### src/rtl/rca_accuracy_ctrl_pkg.sv
// Ladder definitions shared by the accuracy controller: level/mode types and the
// level-to-adder-mode map (level 0 is exact, higher levels are more aggressive).
package rca_accuracy_ctrl_pkg;

    localparam int SUM_W = 17;

    typedef logic [1:0] level_t;

    typedef enum logic [1:0] {
        MODE_EXACT = 2'b00,
        MODE_LIGHT = 2'b10,
        MODE_MED   = 2'b11,
        MODE_AGGR  = 2'b01
    } mode_e;

    localparam mode_e LEVEL_TO_MODE [4] = '{MODE_EXACT, MODE_LIGHT, MODE_MED, MODE_AGGR};

    function automatic mode_e level_to_mode(input level_t lvl);
        return LEVEL_TO_MODE[lvl];
    endfunction

endpackage

### src/rtl/rca_accuracy_ctrl_if.sv
// Operand/result stream of the accuracy controller. The master side issues
// operands and consumes results; the controller is the slave.
interface rca_accuracy_ctrl_if;
    logic        in_valid;
    logic        in_ready;
    logic [15:0] in_a;
    logic [15:0] in_b;
    logic        in_cin;
    logic        out_valid;
    logic        out_ready;
    logic [16:0] out_sum;
    logic [16:0] out_err;

    modport master (
        output in_valid, in_a, in_b, in_cin, out_ready,
        input  in_ready, out_valid, out_sum, out_err
    );

    modport slave (
        input  in_valid, in_a, in_b, in_cin, out_ready,
        output in_ready, out_valid, out_sum, out_err
    );
endinterface

### src/rtl/rca_err_window.sv
// Windowed error accumulator and adaptive ladder level for rca_accuracy_ctrl.
// RCA_CTRL_STATS_EN adds a saturating count of adaptive level changes.
module rca_err_window
    import rca_accuracy_ctrl_pkg::*;
#(
    parameter  int WINDOW    = 16,
    parameter  int HI_THRESH = 64,
    parameter  int LO_THRESH = 8,
    parameter  int MAX_LEVEL = 3,
    localparam int ACC_W     = SUM_W + $clog2(WINDOW)
) (
    input  logic             clk,
    input  logic             rst,
    input  logic             acc_en,
    input  logic             force_en,
    input  logic [SUM_W-1:0] err,
    output level_t           level,
    output logic             window_done,
    output logic [ACC_W-1:0] last_window_err
`ifdef RCA_CTRL_STATS_EN
    ,
    output logic [15:0]      stat_level_changes
`endif
);

    localparam int               CNT_W    = $clog2(WINDOW);
    localparam logic [CNT_W-1:0] CNT_LAST = CNT_W'(WINDOW - 1);
    localparam logic [ACC_W-1:0] HI_T     = ACC_W'(HI_THRESH);
    localparam logic [ACC_W-1:0] LO_T     = ACC_W'(LO_THRESH);
    localparam level_t           MAX_L    = level_t'(MAX_LEVEL);

    logic [CNT_W-1:0] cnt_q, cnt_d;
    logic [ACC_W-1:0] acc_q, acc_d, acc_sum;
    logic [ACC_W-1:0] last_q, last_d;
    level_t           level_q, level_d;
    logic             done_q, done_d;

    function automatic logic [ACC_W-1:0] sat_add(input logic [ACC_W-1:0] a,
                                                 input logic [SUM_W-1:0] b);
        logic [ACC_W:0] s;
        s = {1'b0, a} + {{(ACC_W + 1 - SUM_W){1'b0}}, b};
        return s[ACC_W] ? '1 : s[ACC_W-1:0];
    endfunction

    always_comb begin
        acc_sum = sat_add(acc_q, err);
        cnt_d   = cnt_q;
        acc_d   = acc_q;
        last_d  = last_q;
        level_d = level_q;
        done_d  = 1'b0;
        // Forcing parks the window empty and freezes the adaptive level.
        if (force_en) begin
            cnt_d = '0;
            acc_d = '0;
        end else if (acc_en) begin
            if (cnt_q == CNT_LAST) begin
                cnt_d  = '0;
                acc_d  = '0;
                last_d = acc_sum;
                done_d = 1'b1;
                if (acc_sum > HI_T && level_q != 2'd0) begin
                    level_d = level_q - 2'd1;
                end else if (acc_sum < LO_T && level_q < MAX_L) begin
                    level_d = level_q + 2'd1;
                end
            end else begin
                cnt_d = cnt_q + CNT_W'(1);
                acc_d = acc_sum;
            end
        end
    end

    always_ff @(posedge clk or posedge rst) begin
        if (rst) begin
            cnt_q   <= '0;
            acc_q   <= '0;
            last_q  <= '0;
            level_q <= '0;
            done_q  <= 1'b0;
        end else begin
            cnt_q   <= cnt_d;
            acc_q   <= acc_d;
            last_q  <= last_d;
            level_q <= level_d;
            done_q  <= done_d;
        end
    end

    assign level           = level_q;
    assign window_done     = done_q;
    assign last_window_err = last_q;

`ifdef RCA_CTRL_STATS_EN
    logic [15:0] chg_cnt_q, chg_cnt_d;

    always_comb begin
        chg_cnt_d = chg_cnt_q;
        if (level_d != level_q && chg_cnt_q != 16'hFFFF) begin
            chg_cnt_d = chg_cnt_q + 16'd1;
        end
    end

    always_ff @(posedge clk or posedge rst) begin
        if (rst) begin
            chg_cnt_q <= '0;
        end else begin
            chg_cnt_q <= chg_cnt_d;
        end
    end

    assign stat_level_changes = chg_cnt_q;
`endif

endmodule

### src/rtl/rca_accuracy_ctrl.sv
// Adaptive accuracy controller for a 16-bit dynamic-mode approximate ripple-carry adder.
// Define RCA_CTRL_STATS_EN to add the stat_ops / stat_level_changes counters.
module rca_accuracy_ctrl
    import rca_accuracy_ctrl_pkg::*;
#(
    parameter  int WINDOW    = 16,
    parameter  int HI_THRESH = 64,
    parameter  int LO_THRESH = 8,
    parameter  int MAX_LEVEL = 3,
    localparam int ACC_W     = SUM_W + $clog2(WINDOW)
) (
    input  logic             clk,
    input  logic             rst,
    rca_accuracy_ctrl_if.slave bus,
    output logic [15:0]      adder_a,
    output logic [15:0]      adder_b,
    output logic             adder_cin,
    output logic [1:0]       adder_mode,
    input  logic [15:0]      adder_sum,
    input  logic             adder_cout,
    input  logic             cfg_force_en,
    input  level_t           cfg_force_level,
    output level_t           level,
    output logic             window_done,
    output logic [ACC_W-1:0] last_window_err
`ifdef RCA_CTRL_STATS_EN
    ,
    output logic [31:0]      stat_ops,
    output logic [15:0]      stat_level_changes
`endif
);

    localparam level_t MAX_L = level_t'(MAX_LEVEL);

    level_t           adapt_level;
    level_t           force_level;
    logic             accept;
    logic [SUM_W-1:0] approx_sum;
    logic [SUM_W-1:0] exact_sum;
    logic [SUM_W-1:0] err;

    logic             out_valid_q, out_valid_d;
    logic [SUM_W-1:0] out_sum_q, out_sum_d;
    logic [SUM_W-1:0] out_err_q, out_err_d;

    function automatic logic [SUM_W-1:0] abs_diff(input logic [SUM_W-1:0] x,
                                                  input logic [SUM_W-1:0] y);
        logic signed [SUM_W:0] d;
        d = $signed({1'b0, x}) - $signed({1'b0, y});
        return d[SUM_W] ? SUM_W'(-d) : SUM_W'(d);
    endfunction

    // A forced level beyond the ladder ceiling is clamped, never rejected.
    assign force_level = (int'(cfg_force_level) > MAX_LEVEL) ? MAX_L : cfg_force_level;
    assign level       = cfg_force_en ? force_level : adapt_level;
    assign adder_mode  = level_to_mode(level);
    assign adder_a     = bus.in_a;
    assign adder_b     = bus.in_b;
    assign adder_cin   = bus.in_cin;

    assign bus.in_ready = !out_valid_q || bus.out_ready;
    assign accept       = bus.in_valid && bus.in_ready;

    assign approx_sum = {adder_cout, adder_sum};
    assign exact_sum  = {1'b0, bus.in_a} + {1'b0, bus.in_b} + {16'd0, bus.in_cin};
    assign err        = abs_diff(exact_sum, approx_sum);

    always_comb begin
        out_valid_d = out_valid_q;
        out_sum_d   = out_sum_q;
        out_err_d   = out_err_q;
        if (accept) begin
            out_valid_d = 1'b1;
            out_sum_d   = approx_sum;
            out_err_d   = err;
        end else if (bus.out_ready) begin
            out_valid_d = 1'b0;
        end
    end

    always_ff @(posedge clk or posedge rst) begin
        if (rst) begin
            out_valid_q <= 1'b0;
            out_sum_q   <= '0;
            out_err_q   <= '0;
        end else begin
            out_valid_q <= out_valid_d;
            out_sum_q   <= out_sum_d;
            out_err_q   <= out_err_d;
        end
    end

    assign bus.out_valid = out_valid_q;
    assign bus.out_sum   = out_sum_q;
    assign bus.out_err   = out_err_q;

    rca_err_window #(
        .WINDOW    (WINDOW),
        .HI_THRESH (HI_THRESH),
        .LO_THRESH (LO_THRESH),
        .MAX_LEVEL (MAX_LEVEL)
    ) u_err_window (
        .clk             (clk),
        .rst             (rst),
        .acc_en          (accept),
        .force_en        (cfg_force_en),
        .err             (err),
        .level           (adapt_level),
        .window_done     (window_done),
        .last_window_err (last_window_err)
`ifdef RCA_CTRL_STATS_EN
        ,
        .stat_level_changes (stat_level_changes)
`endif
    );

`ifdef RCA_CTRL_STATS_EN
    logic [31:0] ops_q, ops_d;

    assign ops_d = accept ? ops_q + 32'd1 : ops_q;

    always_ff @(posedge clk or posedge rst) begin
        if (rst) begin
            ops_q <= '0;
        end else begin
            ops_q <= ops_d;
        end
    end

    assign stat_ops = ops_q;
`endif

endmodule

### src/flat_wrapper.sv
// flat-port wrapper written by rule: the top's interface ports become plain ports
module rca_accuracy_ctrl_flat import rca_accuracy_ctrl_pkg::*;
#(
    parameter  int WINDOW    = 16,
    parameter  int HI_THRESH = 64,
    parameter  int LO_THRESH = 8,
    parameter  int MAX_LEVEL = 3,
    localparam int ACC_W     = SUM_W + $clog2(WINDOW)
)
  (clk, rst, adder_a, adder_b, adder_cin, adder_mode, adder_sum, adder_cout, cfg_force_en, cfg_force_level, level, window_done, last_window_err, bus_in_valid, bus_in_a, bus_in_b, bus_in_cin, bus_out_ready, bus_in_ready, bus_out_valid, bus_out_sum, bus_out_err);
  rca_accuracy_ctrl_if bus_i ();
  input  logic clk;
  input  logic rst;
  output logic [15:0] adder_a;
  output logic [15:0] adder_b;
  output logic adder_cin;
  output logic [1:0] adder_mode;
  input  logic [15:0] adder_sum;
  input  logic adder_cout;
  input  logic cfg_force_en;
  input  level_t cfg_force_level;
  output level_t level;
  output logic window_done;
  output logic [ACC_W-1:0] last_window_err;
  input wire logic [$bits(bus_i.in_valid)-1:0] bus_in_valid;
  input wire logic [$bits(bus_i.in_a)-1:0] bus_in_a;
  input wire logic [$bits(bus_i.in_b)-1:0] bus_in_b;
  input wire logic [$bits(bus_i.in_cin)-1:0] bus_in_cin;
  input wire logic [$bits(bus_i.out_ready)-1:0] bus_out_ready;
  output wire logic [$bits(bus_i.in_ready)-1:0] bus_in_ready;
  output wire logic [$bits(bus_i.out_valid)-1:0] bus_out_valid;
  output wire logic [$bits(bus_i.out_sum)-1:0] bus_out_sum;
  output wire logic [$bits(bus_i.out_err)-1:0] bus_out_err;
  assign bus_i.in_valid = bus_in_valid;
  assign bus_i.in_a = bus_in_a;
  assign bus_i.in_b = bus_in_b;
  assign bus_i.in_cin = bus_in_cin;
  assign bus_i.out_ready = bus_out_ready;
  assign bus_in_ready = bus_i.in_ready;
  assign bus_out_valid = bus_i.out_valid;
  assign bus_out_sum = bus_i.out_sum;
  assign bus_out_err = bus_i.out_err;
  rca_accuracy_ctrl #(.WINDOW(WINDOW), .HI_THRESH(HI_THRESH), .LO_THRESH(LO_THRESH), .MAX_LEVEL(MAX_LEVEL)) u_core (.clk(clk), .rst(rst), .bus(bus_i), .adder_a(adder_a), .adder_b(adder_b), .adder_cin(adder_cin), .adder_mode(adder_mode), .adder_sum(adder_sum), .adder_cout(adder_cout), .cfg_force_en(cfg_force_en), .cfg_force_level(cfg_force_level), .level(level), .window_done(window_done), .last_window_err(last_window_err));
endmodule
### config.mk
export PLATFORM = sky130hd
export DESIGN_NAME = rca_accuracy_ctrl_flat
export DESIGN_NICKNAME = d
export VERILOG_FILES = /design/src/rtl/rca_accuracy_ctrl_pkg.sv /design/src/rtl/rca_accuracy_ctrl_if.sv /design/src/rtl/rca_err_window.sv /design/src/rtl/rca_accuracy_ctrl.sv /design/src/flat_wrapper.sv
export SDC_FILE = /design/constraint.sdc
export NUM_CORES = 1
export LEC_CHECK = 0
export ABC_AREA = 1
export BUFFER_PORTS_ARGS = -buffer_cell sky130_fd_sc_hd__buf_2
export CORE_MARGIN = 2
export CORE_UTILIZATION = 45
export CTS_BUF_LIST = sky130_fd_sc_hd__clkbuf_8
export DETAILED_ROUTE_END_ITERATION = 10
export PLACE_DENSITY = 0.67
export SLEW_MARGIN = 25
export SYNTH_ARGS = -nofsm -noshare
export SYNTH_HDL_FRONTEND = slang
export SYNTH_SLANG_ARGS = --single-unit
### constraint.sdc
create_clock -name clk -period 7.9 [get_ports clk]
set_input_delay 2.37 -clock clk [delete_from_list [all_inputs] [get_ports clk]]
set_output_delay 2.37 -clock clk [all_outputs]
set_load 0.05 [all_outputs]
# ---- Word-level counts from Yosys, hierarchy flattened
# Index checks and enable logic that the tools add are counted.
# W data, S select, Z words.
dict set report word_totals {
  ff_bits 84
  word_cells 53
}
dict set report op_classes {
  add_sub_neg 8
  n_mux 19
  n_lt_le_gt_ge 4
  n_bitwise 2
  eq_ne 1
  reduce_logical 11
}
# operator n
set ops {}
lappend ops {{$mux W21} 4}
lappend ops {{$add A21 B17 Y22} 1}
lappend ops {{$gt A21 B7 Y1 const B} 1}
lappend ops {{$lt A21 B4 Y1 const B} 1}
lappend ops {{$sub A17 B17 Y18} 1}
lappend ops {{$add A16 B16 Y17} 1}
lappend ops {{$add A17 B1 Y17} 1}
lappend ops {{$mux W17} 1}
lappend ops {{$neg A17 Y17} 1}
lappend ops {{$mux W4} 3}
lappend ops {{$mux W2} 5}
lappend ops {{$reduce_bool A2 Y1} 4}
lappend ops {{$mux W1} 5}
lappend ops {{$add A4 B1 Y4 const B} 1}
lappend ops {{$bmux W2 S2} 1}
lappend ops {{$eq A4 B4 Y1 const B} 1}
lappend ops {{$reduce_and A4 Y1} 1}
lappend ops {{$ge A3 B3 Y1 const B} 1}
lappend ops {{$logic_and A1 B1 Y1} 3}
lappend ops {{$not A2 Y3} 1}
lappend ops {{$reduce_and A3 Y1} 1}
lappend ops {{$add A2 B1 Y2 const B} 1}
lappend ops {{$lt A2 B2 Y1 const B} 1}
lappend ops {{$sub A2 B1 Y2 const B} 1}
lappend ops {{other kinds (3)} 3}

# ---- Depth between registers and ports, before layout
dict set report logic_depth {
  ltp_word 11
  ltp_mapped 40
}

# ---- By module
# Synthesis repeated with hierarchy kept, for this count alone.
dict set report hier_totals {
  hier_cells 1060
  hier_area_um2 7139.3
}
# module area_each_um2 cells_per_inst n_inst
set by_module_without_submodules {}
lappend by_module_without_submodules {rca_accuracy_ctrl 3717.3 551 1}
lappend by_module_without_submodules {rca_err_window 3422.0 509 1}

# ---- Worst setup path before layout
# OpenSTA, ideal clock, no wires.
dict set report synth_path {
  path_type {input -> output}
  from {input port cfg_force_en}
  to {output port adder_mode[1]}
  arrival_ns 4.386
  path_stages 2
  setup_slack_ns 1.144
  path_buffers 0
  path_cell_list {o21ai_0 xor2_1}
}
dict set report synth_between {
  elab_chain_len 5
}
# element line
set synth_rtl {}
lappend synth_rtl {{start: declaration} flat_wrapper.sv:20} ;# input logic cfg_force_en;
lappend synth_rtl {{$mux W2} rca_accuracy_ctrl.sv:55} ;# assign level = cfg_force_en ? force_level : adapt_level;
lappend synth_rtl {{$not A2 Y3 (not written as such)} rca_accuracy_ctrl_pkg.sv:19} ;# return LEVEL_TO_MODE[lvl];
lappend synth_rtl {{$bmux W2 S2} rca_accuracy_ctrl_pkg.sv:19}
lappend synth_rtl {{$mux W2 (not written as such) (2 in series)} rca_accuracy_ctrl_pkg.sv:19}
lappend synth_rtl {{end: declaration} flat_wrapper.sv:17} ;# output logic [1:0] adder_mode;
# Every way passes these cells. The select of a mux whose other input is x is not followed.

# ---- Worst setup path in the final report
dict set report layout_path {
  from {input port bus_in_b[1]}
  to {register u_core.u_err_window.level_q[1] (netlist: u_core.u_err_window.level[1])}
}
dict set report layout_between {
  elab_chain_len 11
  elab_cells_between_ends 14
}
# element line
set layout_rtl {}
lappend layout_rtl {{start: declaration} flat_wrapper.sv:27} ;# input wire logic [$bits(bus_i.in_b)-1:0] bus_in_b;
lappend layout_rtl {{$add A16 B16 Y17 (*)} rca_accuracy_ctrl.sv:65} ;# assign exact_sum = {1'b0, bus.in_a} + {1'b0, bus.in_b} + {16'd0, bus.in_cin};
lappend layout_rtl {{$add A17 B1 Y17 (*)} rca_accuracy_ctrl.sv:65}
lappend layout_rtl {{$sub A17 B17 Y18 (*)} rca_accuracy_ctrl.sv:49} ;# d = $signed({1'b0, x}) - $signed({1'b0, y});
lappend layout_rtl {{$neg A17 Y17} rca_accuracy_ctrl.sv:50} ;# return d[SUM_W] ? SUM_W'(-d) : SUM_W'(d);
lappend layout_rtl {{$mux W17 (*)} rca_accuracy_ctrl.sv:50}
lappend layout_rtl {{net u_core.err[16]} rca_accuracy_ctrl.sv:40} ;# logic [SUM_W-1:0] err;
lappend layout_rtl {{$add A21 B17 Y22 (*)} rca_err_window.sv:41} ;# s = {1'b0, a} + {{(ACC_W + 1 - SUM_W){1'b0}}, b};
lappend layout_rtl {{$mux W21 (*)} rca_err_window.sv:42} ;# return s[ACC_W] ? '1 : s[ACC_W-1:0];
lappend layout_rtl {{$gt A21 B7 Y1 or $lt A21 B4 Y1 (tied branches)} {rca_err_window.sv:62, rca_err_window.sv:64}}
lappend layout_rtl {{$logic_and A1 B1 Y1, on equally long branches} {rca_err_window.sv:62, rca_err_window.sv:64}}
lappend layout_rtl {{$reduce_bool A2 Y1 (no line)} --}
lappend layout_rtl {{$reduce_and A4 Y1 (no line)} --}
lappend layout_rtl {{end signal: assignment} rca_err_window.sv:85} ;# level_q <= level_d;
lappend layout_rtl {{end: declaration} rca_err_window.sv:35} ;# level_t level_q, level_d;
# Mark *: on every way through the listed nets, which the timed path passes. The rest lies on a longest branch.
# A chain may end at the register's enable or synchronous reset.

==> metrics.txt <==
Synth warnings=0; mean post-synth cell area=6.907 µm²; upper clock frequency limit=141.0 MHz; wire length of the first global-routing pass=29.73 mm; clock network fraction of total power=12.4%; Final Hold Fails=0; time the worst path needs with I/O delays and setup=7.093 ns; maximum number of pins on one net before global-route repair=73; count of input and output buffers=151; library cell occupying the most area in the post-synthesis netlist=dfrtp_1; hold buffer count at cts=0; nets in the synthesized netlist=1154; number of detailed-routing iterations run before antenna repair=5; Seq/Total Area, Yosys=29.18%; final worst-path cycle share=89.78%; static leakage power=4.768 nW; cell row count=46; Max Transition Viols Final=0; clock-pin slew on the worst setup and hold paths=0.09 ns; detailed-route vias per instance=4.857; Resize count post-CTS=0; number of endpoints failing setup at the final stage=0; total half-perimeter wirelength after legalization and detailed placement=14.61 mm; Power Total=0.002897 W; post-synthesis instance total=1043; layout cells sized above 1=21.57%; final clock skew=0.01224 ns; Routed WL=18.09 mm; cell mode on critical path=nand2_1; effective utilization at floorplan=45.68%; later-pin clock latency in the skew report=0.38 ns; number of clock buffers inserted by TritonCTS=9; largest cells by area after synthesis=dfrtp_1 29%, nand2_1 17%, inv_1 8.8%; detailed-route DRC error count=0; result of the run=complete, no violations; Max clock buf depth=2; per-cell routed wire length=13.15 µm; die area=17040 µm²; transition time at the pin with the least slew margin=0.8947 ns; worst slack, placed=0.4453 ns; normalized max-slew margin=40.35%; total of flip-flops plus latches after synthesis=84; Total GRT Usage=22.09%; Area Growth Syn to Fin=12.82%; sinks on the clock net=84; cell chosen for the clock root=clkbuf_8; critical path start-end classification=in2reg; NetSw=0.001623 W; sort of element at the start of the critical path=input port; VDD IR-drop max=152.7 µV; core outline area=15770 µm²; post-route antenna net violation count=0; critical path data required time=8.18 ns; combinational share of power=66.9%; via count of the first global-routing pass=6198; buffers inserted during post-CTS setup optimization=0; Data arrival, critical path=7.38 ns; fraction of power consumed by sequential logic=20.7%; H-tree depth reported by CTS=3; initial antenna violation count=0; Die Y-Extent=130.5 µm; count of boundary I/O pins=152; Net Sw Frac=56.02%; unrepaired setup endpoints after global routing=no; CP endpoint kind=flop; GPL Wtd Cong=0.9021; total standard cell area after synthesis=7204 µm²; maximum cell stage delay along the critical path=0.57 ns; Int Pwr=0.001274 W; hold slack final=0.4835 ns; 1st-iter DRT viols=375; Layout Nets=1265; TritonCTS clock tree=yes; area share of the largest cell type after synthesis=29.18%; path category of the worst min-delay check=reg2reg; Die X-Extent=130.5 µm; Post-Route Setup TNS=0 ns; number of vias in the routed layout=6678; highest fanout seen on the critical path=15; leftover overflow at the end of global routing=0; crit path setup slack, layout=0.8071 ns; number of antenna cells inserted=0; critical-path cell with the highest stage delay=fa_1; ratio of total power to cell area=356.5 nW/µm²; # Max-Cap Violations=0; post-synth cell types=46
-- synthesized netlist by cell type (all sizes together) --
cell and count:
xnor2 10, a21boi 2, o21ai 66, nor2 82
and2 1, fa 18, and3 1, nand3b 5
o22ai 3, nor4 1, buf 39, clkinv 1
inv 174, dfrtp 84, o31ai 1, nand2 350
nand4 14, ha 36, o21a 1, xor2 12
nor3 9, a21oi 36, clkbuf 15, nand3 80
or2 2
-- placed cells by master, fill, tap and decap left out, drive strengths merged --
cell      instances
nand2           350
inv             175
buf             154
dfrtp            84
nor2             82
nand3            80
o21ai            66
ha               36
a21oi            36
fa               18
nand4            14
xor2             12
clkbuf           10
xnor2            10
nor3              9
nand3b            5
o22ai             3
or2               2
bufinv            2
clkinvlp          2
a21boi            2
clkinv            2
o21a              1
nor4              1
and2              1
and3              1
o31ai             1
-- final cells by class --
type | instances | area (µm²)
repair buffers | 154 | 778.2
well taps | 216 | 270.3
fillers | 1637 | 7642
flip-flops and latches | 84 | 2102
inverters | 175 | 658.1
clock buffers | 10 | 137.6
multi-input cells | 730 | 4094
clock inverters | 6 | 87.58
-- power by group through the flow --
stage | Sequential, W | Clock [W] | Combinational, W
floorplan | 0.000819 | 0 | 0.00124
global placement | 0.000608 | 0 | 0.00192
detailed placement | 0.000608 | 0 | 0.00193
CTS | 0.000601 | 0.000364 | 0.00193
global route | 0.000610 | 0.000382 | 0.00216
finish | 0.000601 | 0.000360 | 0.00194
-- kinds of logic (layout without fill, tap and decap cells) --
kind of cell	count (synthesis)	count (layout)	share of synthesized area, %
XOR/XNOR	22	22	3.352
AO/OA/AOI/OAI	109	109	8.180
buffers and inverters	229	345	14.03
adder cells (fa/ha/maj)	54	54	11.25
flip-flops	84	84	29.18
AND/OR/NAND/NOR	545	545	34.01
-- per-stage QoR --
stage,std cells,util (%),instance area (µm²)
final,1375,51.54,8128
after global routing,1375,51.54,8128
after CTS,1375,51.54,8128
after detailed placement,1359,50.11,7903
after global placement,1359,50.11,7903
after floorplan,1043,-,7204
-- final timing paths --
| check | startpoint | endpoint | slack, ns | cells past startpoint |
|---|---|---|---|---|
| min | u_core.u_err_window.last_window_err[20] | u_core.u_err_window.last_window_err[20] | 0.48 | 2 |
| max | bus_in_b[1] | u_core.u_err_window.level[1] | 0.81 | 28 |
| max in group asynchronous | rst | u_core.u_err_window.acc_q[2] | 4.86 | 3 |
| max reg2reg | u_core.u_err_window.acc_q[0] | u_core.u_err_window.level[1] | 5.07 | 18 |
| min in group asynchronous | rst | u_core.bus.out_sum[12] | 1.89 | 2 |
| min reg2reg | u_core.u_err_window.last_window_err[20] | u_core.u_err_window.last_window_err[20] | 0.48 | 2 |
-- sequential cells by signal, indices dropped and copies added, names as in the netlist --
register and count:
u_core.bus.out_err 17, u_core.bus.out_sum 17, u_core.bus.out_valid 1, u_core.u_err_window.acc_q 21
u_core.u_err_window.cnt_q 4, u_core.u_err_window.last_window_err 21, u_core.u_err_window.level 2, u_core.u_err_window.window_done 1
-- metal layers --
layer | global-route usage (%) | wire length (µm) | share of wire (%) | up-vias
li1 | - | - | - | 3439
met1 | 28.74 | 8184 | 45 | 3079
met2 | 38.45 | 8926 | 49 | 144
met3 | 3.787 | 755 | 4.2 | 16
met4 | 5.382 | 221 | 1.2 | 0
met5 | 0 | 0 | 0 | -
-- critical path, delay by kind of cell --
family / cells / cell delay, ns
xor gates and xnor gates: 1 / 0.19
adders and majority gates: 3 / 1.35
and+or+nand+nor: 19 / 2.72
buffers and inverters: 2 / 0.18
AOI/OAI and AO/OA: 3 / 0.55
(Power assumes the default switching activity.)
